===== src/rtl/inst_fetch_if.sv =====
// inst_fetch_if: instruction-memory and instruction-handoff signals of the
// fetch unit.
//   master (fetch unit): drives imem_en/imem_addr and ir_data/ir_pc/ir_valid;
//                        receives imem_rdata and ir_ready.
//   slave  (memory / execute side): the mirror image.
interface inst_fetch_if #(
  parameter int ADDR_W = 8
);
  logic              imem_en;
  logic [ADDR_W-1:0] imem_addr;
  logic [31:0]       imem_rdata;
  logic [31:0]       ir_data;
  logic [ADDR_W-1:0] ir_pc;
  logic              ir_valid;
  logic              ir_ready;

  modport master (
    output imem_en, imem_addr, ir_data, ir_pc, ir_valid,
    input  imem_rdata, ir_ready
  );

  modport slave (
    input  imem_en, imem_addr, ir_data, ir_pc, ir_valid,
    output imem_rdata, ir_ready
  );
endinterface


===== src/rtl/inst_fetch.sv =====
// inst_fetch: instruction fetch unit for the 16-bit GPR processor.
// Drives a synchronous instruction memory (1-cycle read latency), buffers
// returned words in a 2-entry {pc, word} queue and hands them to execute
// over a valid/ready handshake. Supports start, halt and PC redirect.
// Ports:
//   clk, sys_rst        clock, synchronous active-high reset
//   start/halt          begin fetching / stop issuing and drain
//   redirect/_pc        flush queue and in-flight read, load new PC
//   busy                state != IDLE
//   illegal             sticky illegal-opcode flag
//   bus (master)        imem_en/addr/rdata, ir_data/pc/valid/ready
// Optional feature macro: FETCH_OPCHECK_EN enables the opcode check; without
// it every word is accepted and illegal stays 0.
//
// state | meaning
// IDLE  | no fetching; waiting for start
// RUN   | issuing reads as queue space allows
// DRAIN | no new reads; waiting for queue and in-flight read to empty
module inst_fetch #(
  parameter int                ADDR_W   = 8,
  parameter logic [ADDR_W-1:0] RESET_PC = '0
) (
  input  logic              clk,
  input  logic              sys_rst,
  input  logic              start,
  input  logic              halt,
  input  logic              redirect,
  input  logic [ADDR_W-1:0] redirect_pc,
  output logic              busy,
  output logic              illegal,
  inst_fetch_if.master      bus
);

  typedef enum logic [1:0] {S_IDLE, S_RUN, S_DRAIN} state_t;

  state_t            state_q, state_d;
  logic [ADDR_W-1:0] pc_q, pc_d;
  logic              inflight_q, inflight_d;
  logic [1:0]        count_q, count_d;
  logic [ADDR_W-1:0] qpc0_q, qpc0_d, qpc1_q, qpc1_d;
  logic [31:0]       qdat0_q, qdat0_d, qdat1_q, qdat1_d;
  logic              illegal_q, illegal_d;

  logic       pop, issue, push, word_bad, bad_hit;
  logic [2:0] occ;
  logic [1:0] cnt_after_pop;

  always_comb begin
    state_d    = state_q;
    pc_d       = pc_q;
    count_d    = count_q;
    qpc0_d     = qpc0_q;
    qpc1_d     = qpc1_q;
    qdat0_d    = qdat0_q;
    qdat1_d    = qdat1_q;
    illegal_d  = illegal_q;

    pop = (count_q != 2'd0) && bus.ir_ready;
    // Slots already claimed after this cycle's pop; a new read needs one free.
    occ   = {1'b0, count_q} + {2'b00, inflight_q} - {2'b00, pop};
    issue = (state_q == S_RUN) && !halt && !redirect && (occ < 3'd2);
    inflight_d = issue;

`ifdef FETCH_OPCHECK_EN
    word_bad = bus.imem_rdata[31:27] > 5'b00100;
`else
    word_bad = 1'b0;
`endif

    // Once illegal is set, any later returning word is dropped.
    push    = inflight_q && !redirect && !illegal_q && !word_bad;
    bad_hit = inflight_q && !redirect && !illegal_q && word_bad;
    illegal_d = illegal_q || bad_hit;

    // Pop shifts the queue first; push then lands in the first free slot.
    cnt_after_pop = count_q - {1'b0, pop};
    if (pop) begin
      qpc0_d  = qpc1_q;
      qdat0_d = qdat1_q;
    end
    if (push) begin
      if (cnt_after_pop == 2'd0) begin
        qpc0_d  = pc_q - ADDR_W'(1);
        qdat0_d = bus.imem_rdata;
      end else begin
        qpc1_d  = pc_q - ADDR_W'(1);
        qdat1_d = bus.imem_rdata;
      end
    end
    count_d = cnt_after_pop + {1'b0, push};

    if (redirect) begin
      count_d = 2'd0;
      pc_d    = redirect_pc;
    end else if (issue) begin
      pc_d = pc_q + ADDR_W'(1);
    end

    case (state_q)
      S_IDLE: begin
        if (start && !illegal_q) state_d = S_RUN;
      end
      S_RUN: begin
        if (redirect && halt)      state_d = S_IDLE;
        else if (halt || bad_hit)  state_d = S_DRAIN;
      end
      S_DRAIN: begin
        if (redirect && halt)                          state_d = S_IDLE;
        else if (count_q == 2'd0 && !inflight_q)       state_d = S_IDLE;
      end
      default: state_d = S_IDLE;
    endcase
  end

  always_ff @(posedge clk) begin
    if (sys_rst) begin
      state_q    <= S_IDLE;
      pc_q       <= RESET_PC;
      inflight_q <= 1'b0;
      count_q    <= 2'd0;
      qpc0_q     <= '0;
      qpc1_q     <= '0;
      qdat0_q    <= '0;
      qdat1_q    <= '0;
      illegal_q  <= 1'b0;
    end else begin
      state_q    <= state_d;
      pc_q       <= pc_d;
      inflight_q <= inflight_d;
      count_q    <= count_d;
      qpc0_q     <= qpc0_d;
      qpc1_q     <= qpc1_d;
      qdat0_q    <= qdat0_d;
      qdat1_q    <= qdat1_d;
      illegal_q  <= illegal_d;
    end
  end

  assign bus.imem_en   = issue;
  assign bus.imem_addr = pc_q;
  assign bus.ir_data   = qdat0_q;
  assign bus.ir_pc     = qpc0_q;
  assign bus.ir_valid  = (count_q != 2'd0);
  assign busy          = (state_q != S_IDLE);
  assign illegal       = illegal_q;

endmodule


===== src/flat_wrapper.sv =====
// flat-port wrapper written by rule: the top's interface ports become plain ports
module inst_fetch_flat 
#(
  parameter int                ADDR_W   = 8,
  parameter logic [ADDR_W-1:0] RESET_PC = '0
)
  (clk, sys_rst, start, halt, redirect, redirect_pc, busy, illegal, bus_imem_en, bus_imem_addr, bus_ir_data, bus_ir_pc, bus_ir_valid, bus_imem_rdata, bus_ir_ready);
  inst_fetch_if #(.ADDR_W(ADDR_W)) bus_i ();
  input  logic clk;
  input  logic sys_rst;
  input  logic start;
  input  logic halt;
  input  logic redirect;
  input  logic [ADDR_W-1:0] redirect_pc;
  output logic busy;
  output logic illegal;
  output wire logic [$bits(bus_i.imem_en)-1:0] bus_imem_en;
  output wire logic [$bits(bus_i.imem_addr)-1:0] bus_imem_addr;
  output wire logic [$bits(bus_i.ir_data)-1:0] bus_ir_data;
  output wire logic [$bits(bus_i.ir_pc)-1:0] bus_ir_pc;
  output wire logic [$bits(bus_i.ir_valid)-1:0] bus_ir_valid;
  input wire logic [$bits(bus_i.imem_rdata)-1:0] bus_imem_rdata;
  input wire logic [$bits(bus_i.ir_ready)-1:0] bus_ir_ready;
  assign bus_imem_en = bus_i.imem_en;
  assign bus_imem_addr = bus_i.imem_addr;
  assign bus_ir_data = bus_i.ir_data;
  assign bus_ir_pc = bus_i.ir_pc;
  assign bus_ir_valid = bus_i.ir_valid;
  assign bus_i.imem_rdata = bus_imem_rdata;
  assign bus_i.ir_ready = bus_ir_ready;
  inst_fetch #(.ADDR_W(ADDR_W), .RESET_PC(RESET_PC)) u_core (.clk(clk), .sys_rst(sys_rst), .start(start), .halt(halt), .redirect(redirect), .redirect_pc(redirect_pc), .busy(busy), .illegal(illegal), .bus(bus_i));
endmodule

===== config.mk =====
export PLATFORM = sky130hd
export DESIGN_NAME = inst_fetch_flat
export DESIGN_NICKNAME = d
export VERILOG_FILES = /design/src/rtl/inst_fetch_if.sv /design/src/rtl/inst_fetch.sv /design/src/flat_wrapper.sv
export SDC_FILE = /design/constraint.sdc
export NUM_CORES = 1
export LEC_CHECK = 0
export BUFFER_PORTS_ARGS = -buffer_cell sky130_fd_sc_hd__buf_2
export CORE_ASPECT_RATIO = 0.8
export CORE_UTILIZATION = 57
export DETAILED_ROUTE_END_ITERATION = 16
export PLACE_DENSITY_LB_ADDON = 0.1
export SETUP_SLACK_MARGIN = 0.1
export SLEW_MARGIN = 20
export SYNTH_ARGS = -nofsm -noshare
export SYNTH_HDL_FRONTEND = slang
export SYNTH_SLANG_ARGS = --single-unit

===== constraint.sdc =====
create_clock -name clk -period 6 [get_ports clk]
set_clock_uncertainty 0.15 [all_clocks]
set_input_delay 0.9 -clock clk [delete_from_list [all_inputs] [get_ports clk]]
set_output_delay 0.9 -clock clk [all_outputs]
set_load 0.05 [all_outputs]

==> results.md <==
* Outcome: completed
* Core area at 6540 sq um
* Yosys warnings at 0
* Hold WC Path Type: register to register
* Largest net degree at the start of global routing at 94
* CTS tree: built
* Max Fclk at approximately 0.25 GHz
* Max incr delay on CP at a little under 0.6 ns
* # rows at 26
* Slew @ Worst Pin at 0.923 ns
* Maximum VDD drop at 217 uV
* Initial antenna violation count at 0
* Vert. Die Dim at 76.5 microns
* Yosys cell types at 39
* Startpoint Class: register
* Total congestion overflow at 0
* I/O Buffers at 96
* DRC viols at 0
* Clock Latency Late Sink at 0.35 ns
* CP max stage cell: o21ai_4
* Final setup viols at 0
* CTS Buf Count at 9
* Final Routed Wirelength at 9130 microns
* Max FO, Critical Path at 22
* Period utilization at 0.660
* Area of the multi-input gates at 1910 sq um
* Fin Hold WS at 0.310 ns
* Fin. Hold Viols at 0
* # clock sinks at 93
* Syn avg cell area at around 8 sq um
* Power Dens Cells at 256 nW/um^2
* Slew headroom at 0.385
* RSZ-0062 raised after global routing: no
* Tmin final at 3.96 ns
* EDFF count, synth at 0
* Sequential cell area at 1860 sq um
* Min-Delay Startpoint: u_core.qdat1_q[31]$_SDFFE_PP0P_
* Logic pwr share at 0.092
* Pleak at around 1.8 nW
* Clock power frac at 0.376
* Final net count at 616
* Mapped Cells at 494
* Post-CTS setup buffers at 0
* Layout cells sized above 1 at 0.221
* Sequential group share of total power at 0.533
* Die ar. at ~7300 sq um
* Clk buf depth at 2
* Routed vias/inst at 5.53
* Number of synthesized register bits at 93
* CP Capture Type: output port
* Vias post-DR at 3,624
* Net Count, Synth at about 540
* Final slew viol count at 0
* Worst EP arrival at 2.91 ns
* Reg clk slew, reported paths at 0.09 ns
* Critical Path RT at 4.95 ns
* Fill cell count at ~530
* Post-DP HPWL at 5530 microns
* 1st-pass router iterations at 4
* H-tree depth at 3
* Setup Crit Path Kind: register to output port
* Setup TNS at 0 ns
* Max cap viols at 0
* GR Util All Layers at 0.254
* Top_reg_cell synth: dfxtp_1
* Switching power at between 0.0002 and 0.0003 W
* CP cell instances: o21ai_4, nor2_1, fa_1, nand4bb_1, nor3_1, buf_2
* ANT cells at 0
* Initial core utilization at 0.605
* Leading cell type in the layout, fill and taps excluded: nand2_1
* Layout area overhead at 18.0%
* CTS resizes at 0
* CTS Root Cell: clkbuf_8
* Hold_buf cts at 0
* Vias in the first global route at 3,257
* I/O pin count at a little under 100
* Commonest non-fill, non-tap cells in the layout: nand2_1, buf_2, dfxtp_1
* Post-synthesis cell area at 3960 sq um
* Seq/Total Area, Yosys at 0.470
* Die width at 95.2 microns
* 1st-iter DRT viols at 241
* First-pass GRT wire length at around 15,000 microns
* Crit path from: u_core.count_q[1]$_SDFF_PP0_
* GP Congestion at 0.796
* Reg2reg start: u_core.count_q[1]$_SDFF_PP0_
* Ys async rst share at 0
* Net Sw Frac at 0.250
* Antenna-violating nets left at 0
* Total power at 0.00120 W
* Internal power at 0.000897 W
* Routed WL per cell at 13.9 microns
## per-layer routing
| metal | share of wire | wire length, microns | track usage | vias up |
|---|---|---|---|---|
| met3 | 0.049 | 447 | 0.0709 | 5 |
| met5 | 0 | 0 | 0 | - |
| met1 | 0.46 | 4230 | 0.326 | 1698 |
| met4 | 0.0059 | 54 | 0.0455 | 0 |
| li1 | - | - | - | 1826 |
| met2 | 0.48 | 4400 | 0.426 | 95 |
## power by group through the flow
stage	Sequential (W)	Combinational, W	Clock [W]
2_1_floorplan	0.000673	0.0000539	0
6_report	0.000637	0.000110	0.000449
3_3_place_gp	0.000651	0.000108	0
5_1_grt	0.000639	0.000118	0.000484
4_1_cts	0.000637	0.000110	0.000457
3_5_place_dp	0.000651	0.000109	0
## stage by stage
stage          cells  area (sq um)  setup slack, ns   util
6_report         655          4670             2.04  0.714
5_1_grt          655          4670             1.75  0.714
4_1_cts          654          4640             1.70  0.710
3_5_place_dp     638          4430             1.91  0.677
3_3_place_gp     638          4430             1.89  0.677
2_1_floorplan    494          3960             1.64      -
## cells in the mapped netlist (all sizes together), types with 4 or more instances
cell type / instances / share of area
inv: 10 / 0.0095
and3: 6 / 0.0095
nand2: 144 / 0.14
clkbuf: 31 / 0.029
nor2: 51 / 0.048
a211oi: 19 / 0.036
xnor2: 13 / 0.029
a21oi: 35 / 0.044
buf: 9 / 0.014
dfxtp: 93 / 0.47
a311oi: 33 / 0.073
a221oi: 4 / 0.010
nand3: 4 / 0.0051
nor3: 7 / 0.0089
nor4: 5 / 0.012
## logic make-up after synthesis
family,after synthesis,synth area share
AND/OR/NAND/NOR,230,0.244
flip-flops,93,0.470
other,1,0.000948
XOR/XNOR,16,0.0354
AO/OA/AOI/OAI,98,0.177
adder cells (fa/ha/maj),4,0.0145
multiplexers,2,0.00506
buffers and inverters,50,0.0525
## cell type report
class,instances,share of cell area
clock buffers,10,0.0273
clock inverters,6,0.0185
inverters,10,0.00804
multi-input cells,351,0.410
flip-flops and latches,93,0.399
well taps,84,0.0225
repair buffers,101,0.115
## final timing paths
kind                                                             end  slack, ns  cells after the start
worst max register to register  u_core.bus.imem_addr[7]$_SDFFE_PP0P_       2.95                      7
worst max-delay path                                     bus_imem_en       2.04                      6
worst min register to register       u_core.qdat1_q[31]$_SDFFE_PP0P_       0.31                      2
worst min-delay path                 u_core.qdat1_q[31]$_SDFFE_PP0P_       0.31                      2
## state kept, by name (all words and copies together) (netlist names)
register / flops
u_core.state_q: 2
u_core.bus.ir_pc: 8
u_core.count_q: 2
u_core.bus.imem_addr: 8
u_core.inflight_q: 1
u_core.bus.ir_data: 32
u_core.qdat1_q: 32
u_core.qpc1_q: 8
## worst max-delay path: cells and delay by family, from the launching register on
kind                     cells  cell delay [ns]
buffers and inverters        1             0.29
AO/OA/AOI/OAI                1             0.59
adder cells (fa/ha/maj)      1             0.53
AND/OR/NAND/NOR              3             0.74
flip-flops                   1             0.41
(Power assumes the default switching activity.)
